[src/rtl/tmvp_job_arbiter.sv]
// Round-robin job arbiter for two requesters sharing one TMVP core; forwards the
// core result stream with a one-cycle latency. Optional RUN watchdog: TMVP_ARB_WATCHDOG_EN.
module tmvp_job_arbiter #(
    parameter int N              = 32,
    parameter int DATA_WIDTH     = 4,
    parameter int TIMEOUT_CYCLES = 1024
) (
    input  logic                         clk,
    input  logic                         reset,
    input  logic                         req0,
    input  logic                         req1,
    output logic                         gnt0,
    output logic                         gnt1,
    input  logic                         core_ready,
    output logic                         core_start,
    input  logic signed [DATA_WIDTH-1:0] core_tdata,
    input  logic                         core_tvalid,
    output logic signed [DATA_WIDTH-1:0] m_tdata,
    output logic                         m_tvalid,
    output logic                         m_tid,
    output logic                         m_tlast,
    output logic                         busy,
    output logic                         err_timeout
);

    localparam int CW = $clog2(N) + 1;

    typedef enum logic [1:0] {IDLE, START, RUN, DONE} state_t;

    state_t        state;
    logic [CW-1:0] beat_cnt;
    logic          last_winner;
    logic          beat;
    logic          last_beat;
    logic          win1;
    logic          wd_fire;

    assign beat      = (state == RUN) && core_tvalid;
    assign last_beat = beat && (beat_cnt == CW'(N - 1));
    // Requester 1 wins when alone, or when both ask and requester 0 won last time.
    assign win1      = req1 && (!req0 || last_winner == 1'b0);

`ifdef TMVP_ARB_WATCHDOG_EN
    localparam int WW = $clog2(TIMEOUT_CYCLES) + 1;
    logic [WW-1:0] wd_cnt;
    assign wd_fire = (state == RUN) && !core_tvalid && (wd_cnt == WW'(TIMEOUT_CYCLES - 1));
`else
    assign wd_fire     = 1'b0;
    assign err_timeout = 1'b0;
`endif

    // NOTE: async reset clears every register so outputs drop in the same cycle reset rises.
    always_ff @(posedge clk or posedge reset) begin
        if (reset) begin
            state       <= IDLE;
            beat_cnt    <= '0;
            last_winner <= 1'b1;
            gnt0        <= 1'b0;
            gnt1        <= 1'b0;
            core_start  <= 1'b0;
            busy        <= 1'b0;
            m_tvalid    <= 1'b0;
            m_tdata     <= '0;
            m_tid       <= 1'b0;
            m_tlast     <= 1'b0;
`ifdef TMVP_ARB_WATCHDOG_EN
            wd_cnt      <= '0;
            err_timeout <= 1'b0;
`endif
        end else begin
            // NOTE: non-blocking throughout, so every branch sees pre-edge values.
            core_start <= 1'b0;
            m_tvalid   <= beat;
            m_tdata    <= beat ? core_tdata : '0;
            m_tid      <= beat && gnt1;
            m_tlast    <= last_beat;
`ifdef TMVP_ARB_WATCHDOG_EN
            err_timeout <= 1'b0;
`endif
            case (state)
                IDLE: begin
                    if ((req0 || req1) && core_ready) begin
                        state      <= START;
                        gnt0       <= !win1;
                        gnt1       <= win1;
                        core_start <= 1'b1;
                        busy       <= 1'b1;
                        beat_cnt   <= '0;
                    end
                end
                START: begin
                    state <= RUN;
`ifdef TMVP_ARB_WATCHDOG_EN
                    wd_cnt <= '0;
`endif
                end
                RUN: begin
                    if (beat) begin
                        beat_cnt <= beat_cnt + 1'b1;
                    end
`ifdef TMVP_ARB_WATCHDOG_EN
                    wd_cnt <= beat ? '0 : wd_cnt + 1'b1;
`endif
                    if (last_beat || wd_fire) begin
                        state       <= DONE;
                        gnt0        <= 1'b0;
                        gnt1        <= 1'b0;
                        last_winner <= gnt1;
`ifdef TMVP_ARB_WATCHDOG_EN
                        err_timeout <= wd_fire;
`endif
                    end
                end
                DONE: begin
                    state <= IDLE;
                    busy  <= 1'b0;
                end
                default: state <= IDLE;
            endcase
        end
    end

endmodule

[config.mk]
export PLATFORM = sky130hd
export DESIGN_NAME = tmvp_job_arbiter
export DESIGN_NICKNAME = d
export VERILOG_FILES = /design/src/rtl/tmvp_job_arbiter.sv
export SDC_FILE = /design/constraint.sdc
export NUM_CORES = 1
export LEC_CHECK = 0
export ABC_AREA = 0
export ABC_CLOCK_PERIOD_IN_PS = 1500
export CORE_ASPECT_RATIO = 0.6
export CORE_MARGIN = 1
export CORE_UTILIZATION = 43
export CTS_BUF_LIST = sky130_fd_sc_hd__clkbuf_16
export DETAILED_ROUTE_END_ITERATION = 12
export GPL_TIMING_DRIVEN = 0
export PLACE_DENSITY = 0.73
export SETUP_SLACK_MARGIN = 0.3
export SYNTH_ARGS = -nofsm -noshare
export SYNTH_HDL_FRONTEND = slang
export SYNTH_SLANG_ARGS = --single-unit
export TNS_END_PERCENT = 100
[constraint.sdc]
create_clock -name clk -period 1.5 [get_ports clk]
set_clock_uncertainty 0.05 [all_clocks]
set_input_delay 0.225 -clock clk [delete_from_list [all_inputs] [get_ports clk]]
set_output_delay 0.225 -clock clk [all_outputs]
set_load 0.02 [all_outputs]
# After elaboration in Yosys (flattened, before gate mapping)
# Cells that the tools add are included.
# word_totals
inputBits,10
word_cells,53
regBits,20
output_inout_bits,12
# op_classes
eq_ne,7
n_addsub,1
reduce_logical,17
n_bitwise,1
n_mux,16
# op_table
op,count
2-to-1 mux 6 bit,2
case mux 6 bit (2 select lines),1
case mux 2 bit (4 select lines),1
adder 6 x 1 -> 6 bit (second input constant),1
== test 6 x 5 -> 1 bit (second input constant),1
2-to-1 mux 1 bit,6
!= test 2 bit (second input constant),3
case mux 1 bit (2 select lines),3
AND reduction 2 bit,3
AND reduction 3 bit,2
logical AND 1 bit,5
== test 2 bit (second input constant),2
2-to-1 mux 2 bit,2
2-to-1 mux 4 bit,1
nonzero test 2 bit,2
== test 2 x 1 -> 1 bit (second input constant),1
zero test 1 bit,2
zero test 2 bit,1
logical OR 1 bit,2
NOT 1 bit,1

# Logic depth before layout (Yosys ltp)
# Gate-level depths: netlist of the first run.
# logic_depth
depth_word,6
depth_mapped,7
mapped_depth_nobuf,6

# Least setup slack after synthesis of the first run
# Ideal clock, no wire load.
# synth_timing
kind,flip-flop to flip-flop
from,register state[0]
to,register last_winner
t_required_ns,1.368
path_buffers,0
setup_time_ns,0.082
t_arrival_ns,1.413
path_slack_ns,-0.045
path_stages_with_launch,6
period_less_slack_ns,1.545
cell_sequence,dfrtp_1 > inv_1 > ha_1 > inv_2 > nor4_4 > mux2_2
# synth_via
elab_chain_cells,4
# synth_rtl
element,line,source
from (decl),30,state_t state;
from (signal assigned),55,state <= IDLE;
from (signal assigned),83,state <= START;
from (signal assigned),92,state <= RUN;
== test 2 bit,38,assign beat = (state == RUN) && core_tvalid;
logical AND 1 bit,38,
logical AND 1 bit,39,assign last_beat = beat && (beat_cnt == CW'(N - 1));
via last_beat,34,logic last_beat;
AND reduction 2 bit (no line),-,
to (signal assigned),108,last_winner <= gnt1;
to (decl),32,logic last_winner;
# The timed path passes the listed nets, and every way through them passes these cells.
# A chain may end at the register's enable or synchronous reset.

# Worst setup path in the final report of the first run
# Ends and elaborated chain as after synthesis.

==> results of run 1 <==
==> synth_stat cells, drive strengths merged (2+ instances only) <==
cell type  instances  share of area [%]
dfrtp             19                 49
ha                 4                5.2
nand2             11                4.8
a32o               2                2.1
nor2               4                1.5
inv                6                2.3
mux2               2                2.7
nand4              2                1.3
o21ai              8                4.1
and3               6                4.5
buf                2                1.5
nand2b             2                1.3
a21oi              5                2.6
o31ai              2                3.0
==> area by class of cell <==
type	instances	area, sq um
plain buffers	3	22.5
clock buffers	3	75.1
clock inverters	1	30.0
fillers	112	407
inverters	6	22.5
multi-input cells	60	567
flip-flops and latches	20	505
well taps	28	35.0
repair buffers	36	318
==> registers in the layout, indices dropped and copies added (netlist names) <==
signal       cells
gnt0             1
gnt1             1
beat_cnt         6
state            2
m_tlast          1
m_tvalid         1
m_tid            1
last_winner      1
m_tdata          4
busy             1
core_start       1
==> per-stage QoR <==
stage          setup TNS, ns  area, sq um  utilization (%)
6_report             -0.0170         1580             79.5
3_5_place_dp           -2.26         1250             63.3
2_1_floorplan              0         1020                -
5_1_grt               -0.376         1580             79.5
4_1_cts                    0         1480             74.7
3_3_place_gp           -2.02         1250             63.3
==> logic make-up (layout without fill, tap and decap cells) <==
kind of cell	count (synthesis)	count (layout)
adders and majority gates	4	4
and+or+nand+nor	29	29
AOI/OAI and AO/OA	24	24
muxes	2	2
other	1	1
DFF	20	20
buffers and inverters	9	49
==> worst paths after layout <==
path / start / endpoint / slack (ns)
min: reset / m_tdata[2]$_DFF_PP0_ / 0.37
min in group clk: gnt0$_DFFE_PP0P_ / gnt0$_DFFE_PP0P_ / 0.44
min reg2reg: gnt0$_DFFE_PP0P_ / gnt0$_DFFE_PP0P_ / 0.44
max reg2reg: state[0]$_DFFE_PP0P_ / last_winner$_DFFE_PP1P_ / -0.01
max in group asynchronous: reset / state[1]$_DFFE_PP0P_ / 0.49
max: state[0]$_DFFE_PP0P_ / last_winner$_DFFE_PP1P_ / -0.01
==> what timing repair did <==
item,in CTS,in global routing
pin swaps,6,13
buffers inserted,12,4
gates resized for setup,28,28
setup endpoints to repair,29,26
==> metal layers <==
layer / vias to the layer above / GRT usage [%]
met5: - / 0
met4: 0 / 10.2
met3: 2 / 7.35
met2: 25 / 31.5
met1: 415 / 26.9
li1: 394 / -
==> where the power goes <==
group	switching (uW)	internal [uW]
Sequential	192	723
Combinational	818	845
Clock	193	529
Total	1200	2100
==> impl_metrics.tcl, run 1 <==
set metrics [dict create \
    post-place-ws_ns -0.370 \
    syn_inst 89 \
    ir_worst_vdd_mv 1.39 \
    final_cell_mix "16 x dfrtp_1, 13 x buf_4, 8 x clkdlybuf4s50_1, 7 x clkdlybuf4s15_1" \
    slowest_delay_ns 0.39 \
    syn_area_sq_um 968 \
    max_freq_ghz 0.661 \
    cp_num_buf_inv 2 \
    crit_fanout 7 \
    yosys.area_share.simple_pct 18.1 \
    initial_core_util_pct 48.9 \
    synth_fp_nets 103 \
    cap_viol_max_count 0 \
    worstSetupPathDepth 5 \
    mostFrequentLayoutCell "dfrtp_1" \
    grt_max_degree 21 \
    wl_per_cell_um 16.1 \
    cp.required_ns 1.63 \
    clock-root-buffer "clkbuf_16" \
    die_h_um 38.8 \
    nNetsFinal 144 \
    synthArstFlopShare_pct 100 \
    clk_pin_slew_ns 0.05 \
    cts_sinks 20 \
    fin_ws_ns -0.0134 \
    fin_hold_ws_ns 0.372 \
    violations "setup timing" \
    port_buffers 20 \
    core_sq_um 1980 \
    cts.hold.buffers_added 0 \
    synth_top_family_by_area "simple AND/OR/NAND/NOR gates" \
    powerDensity_nw_per_um2 2090 \
    status "finished, violations left" \
    fin_crit_sh_pct 101 \
    wirelength_um 2530 \
    cts_buffer_depth 2 \
    worstSkewPairLatency_ns 0.25 \
    met1_length_um 1260 \
    grt.total_usage_pct 20.8 \
    end_kind "flip-flop" \
    met2WireLength_um 1120 \
    grt_pass1_wl_um 3570 \
    first_global_vias 733 \
    rows 12 \
    vias 836 \
    critPathLaunchType "flip-flop" \
    drive_above_1_share_pct 47.3 \
    period_needed_ns 1.51 \
    p_total_uw 3300 \
    ioPinCount 22 \
    grt_remaining_overflow 0 \
    rr_worst_depth 5 \
    synth-edff-count 0 \
    cp_top_family "flip-flops" \
    critPathKind "reg -> reg" \
    synthAdderAreaFrac_pct 5.17 \
    drc_errors 0 \
    slew_violations 0 \
    synth_xor_area_share_pct 0 \
    worst_pin_slew_ns 0.771 \
    dr.first_iter.drc_count 38 \
    die_w_um 63.3 \
    place_inst 137 \
    via_per_inst 5.32 \
    top_layer "met4" \
    area_growth_syn_to_layout_pct 62.7 \
    hold_path.class "in -> async" \
    cts_tree "built" \
    yosysWarnings 0 \
    synth_mux_area_share_pct 2.71 \
    instances_no_fill 157 \
    synth_compound_area_share_pct 17.6 \
    n_antenna_cell 0 \
    arrival_ns 1.64 \
    dieArea_sq_um 2450 \
    finalSetupViolations 2 \
    drt-pass1-iter-count 4 \
    ys.flop_type "dfrtp_1" \
    hpwl_um 1400 \
    antenna_found_initial 0 \
    cts_max_level 1 \
    ys_seq_area_share_pct 51.8 \
    cpMostUsedCell "inv_2" \
    avgSynthCellArea_sq_um 10.9 \
    postRouteAntennaNets 0 \
    wl_met3_um 131 \
    leakage_uw 0.000701 \
    gp_congestion 0.856 \
    slew_headroom_pct 48.5 \
    crit_chain "inv_2 > ha_4 > inv_2 > nor4_4 > mux2_4" \
    synth_cell_types 34 \
    grt_setup_unrepaired "true" \
    cpMaxStageDelayCell "dfrtp_1" \
    synth-seq-cells 20 \
    final_hold_viol_count 0 \
    numCtsBuffers 3 \
]
(Power assumes the default switching activity.)
==> run 2, diff against run 1 <==
ABC_AREA = default   (was 0)
PLACE_DENSITY = 0.76   (was 0.73)
==> run 2 against run 1 <==
  * The flow still finishes with violations (setup timing)
  * Fmax up 0.29%
  * Cell count rose by 1.3%
  * Clock-buffer cell count unchanged
  * Final area decreased by 0.48%
  * Critical path type unchanged
  * Largest power group unchanged
  * Highest routed layer unchanged
==> impl_metrics.tcl, run 2 (synthesis gave the netlist of run 1 again) <==
set metrics [dict create \
    cts_sinks 20 \
    reg_top3 "beat_cnt (6), m_tdata (4), state (2)" \
    gp_congestion 0.770 \
    first_global_vias 740 \
    worst_pin_slew_ns 0.742 \
    final_cell_mix "17 x dfrtp_1, 16 x buf_4, 7 x nand2_1, 6 x clkdlybuf4s50_1" \
    end_kind "flip-flop" \
    top_layer "met4" \
    grt_remaining_overflow 0 \
    max_freq_ghz 0.663 \
    place_inst 137 \
    met1_length_um 1160 \
    area_growth_syn_to_layout_pct 61.9 \
    core_sq_um 1980 \
    cts_buffer_depth 2 \
    crit_chain "inv_2 > ha_4 > clkinvlp_4 > a21oi_4 > nand2b_4 > a32o_1" \
    port_buffers 20 \
    grt_pass1_wl_um 3650 \
    status "finished, violations left" \
    wl_met3_um 298 \
    initial_core_util_pct 48.9 \
    fin_hold_ws_ns 0.325 \
    ff2ff_setup_slack_ns -0.009 \
    die_w_um 63.3 \
    critPathKind "reg -> reg" \
    dr.first_iter.drc_count 55 \
    grt_setup_unrepaired "true" \
    wl_per_cell_um 17.5 \
    clk_pin_slew_ns 0.06 \
    cts_max_level 1 \
    rows 12 \
    drive_above_1_share_pct 51.1 \
    dieArea_sq_um 2450 \
    clock-root-buffer "clkbuf_16" \
    cap_viol_max_count 0 \
    cpMaxStageDelayCell "dfrtp_2" \
    numCtsBuffers 3 \
    met2WireLength_um 1240 \
    fin_ws_ns -0.00898 \
    arrival_ns 1.66 \
    nNetsFinal 146 \
    vias 902 \
    die_h_um 38.8 \
    leakage_uw 0.000723 \
    crit_fanout 5 \
    finalSetupViolations 4 \
    top_register "beat_cnt" \
    cp.required_ns 1.65 \
    ir_worst_vdd_mv 1.73 \
    grt.total_usage_pct 21.5 \
    mostFrequentLayoutCell "dfrtp_1" \
    instances_no_fill 159 \
    postRouteAntennaNets 0 \
    final_hold_viol_count 0 \
    slew_headroom_pct 50.5 \
    n_antenna_cell 0 \
    ioPinCount 22 \
    powerDensity_nw_per_um2 2170 \
    violations "setup timing" \
    drc_errors 0 \
    largest_register_ffs 6 \
    drt-pass1-iter-count 4 \
    wirelength_um 2790 \
    critPathLaunchType "flip-flop" \
    cts_tree "built" \
    antenna_found_initial 0 \
    period_needed_ns 1.51 \
    worstSkewPairLatency_ns 0.26 \
    slowest_delay_ns 0.44 \
    fin_crit_sh_pct 101 \
    grt_max_degree 21 \
    hpwl_um 1430 \
    tns_ns -0.0268 \
    slew_violations 0 \
    via_per_inst 5.67 \
    hold_path.class "in -> reg" \
    cts.hold.buffers_added 0 \
]
==> run 2: cell type report <==
class	instances	area (sq um)
buffer	3	22.5
clock buffer	3	75.1
clock inverter	1	30.0
fill	114	414
inverter	6	31.3
multi-input combinational	60	553
sequential	20	504
tap	28	35.0
timing repair buffer	38	317
==> run 2: power by group <==
| group | switching (uW) | leakage (uW) | internal (uW) |
|---|---|---|---|
| registers | 177 | 0.000257 | 721 |
| logic | 909 | 0.000415 | 855 |
| clock network | 210 | 0.0000511 | 530 |
| total | 1300 | 0.000723 | 2110 |
==> run 2: timing repair <==
action,CTS,global route
endpoints found under the hold margin,0,0
pin swaps,10,11
setup buffers,11,7
endpoints found under the setup margin,29,26
cloned,0,0
gates resized for setup,35,26
==> run 2: worst paths after layout <==
check,from,end,depth (start not counted)
max in group asynchronous,reset,state[1]$_DFFE_PP0P_,2
max,state[1]$_DFFE_PP0P_,gnt1$_DFFE_PP0P_,6
min in group asynchronous,reset,m_tdata[1]$_DFF_PP0_,2
max reg2reg,state[1]$_DFFE_PP0P_,gnt1$_DFFE_PP0P_,6
min,req1,gnt1$_DFFE_PP0P_,2
min reg2reg,gnt0$_DFFE_PP0P_,gnt0$_DFFE_PP0P_,1
==> run 2: critical path, delay by kind of cell (launching register included) <==
family	cells	cell delay, ns
AO/OA/AOI/OAI	2	0.36
adder cells (fa/ha/maj)	1	0.18
buffers and inverters	2	0.23
flip-flops	1	0.44
AND/OR/NAND/NOR	1	0.17
==> run 2: through the flow <==
stage | instance area (sq um) | util [%] | setup slack [ns] | total power [uW]
floorplan | 1020 | - | 0.0773 | 1680
global placement | 1250 | 63.3 | -0.389 | 1980
detailed placement | 1250 | 63.3 | -0.364 | 2020
CTS | 1470 | 74.3 | 0.00642 | 3000
global route | 1570 | 79.1 | -0.0949 | 3560
finish | 1570 | 79.1 | -0.00898 | 3400
==> run 2: layer usage <==
metal | up-vias | GRT usage [%]
met5 | - | 0
met4 | 0 | 7.39
met3 | 13 | 7.06
met2 | 59 | 34.7
met1 | 431 | 27.6
li1 | 399 | -
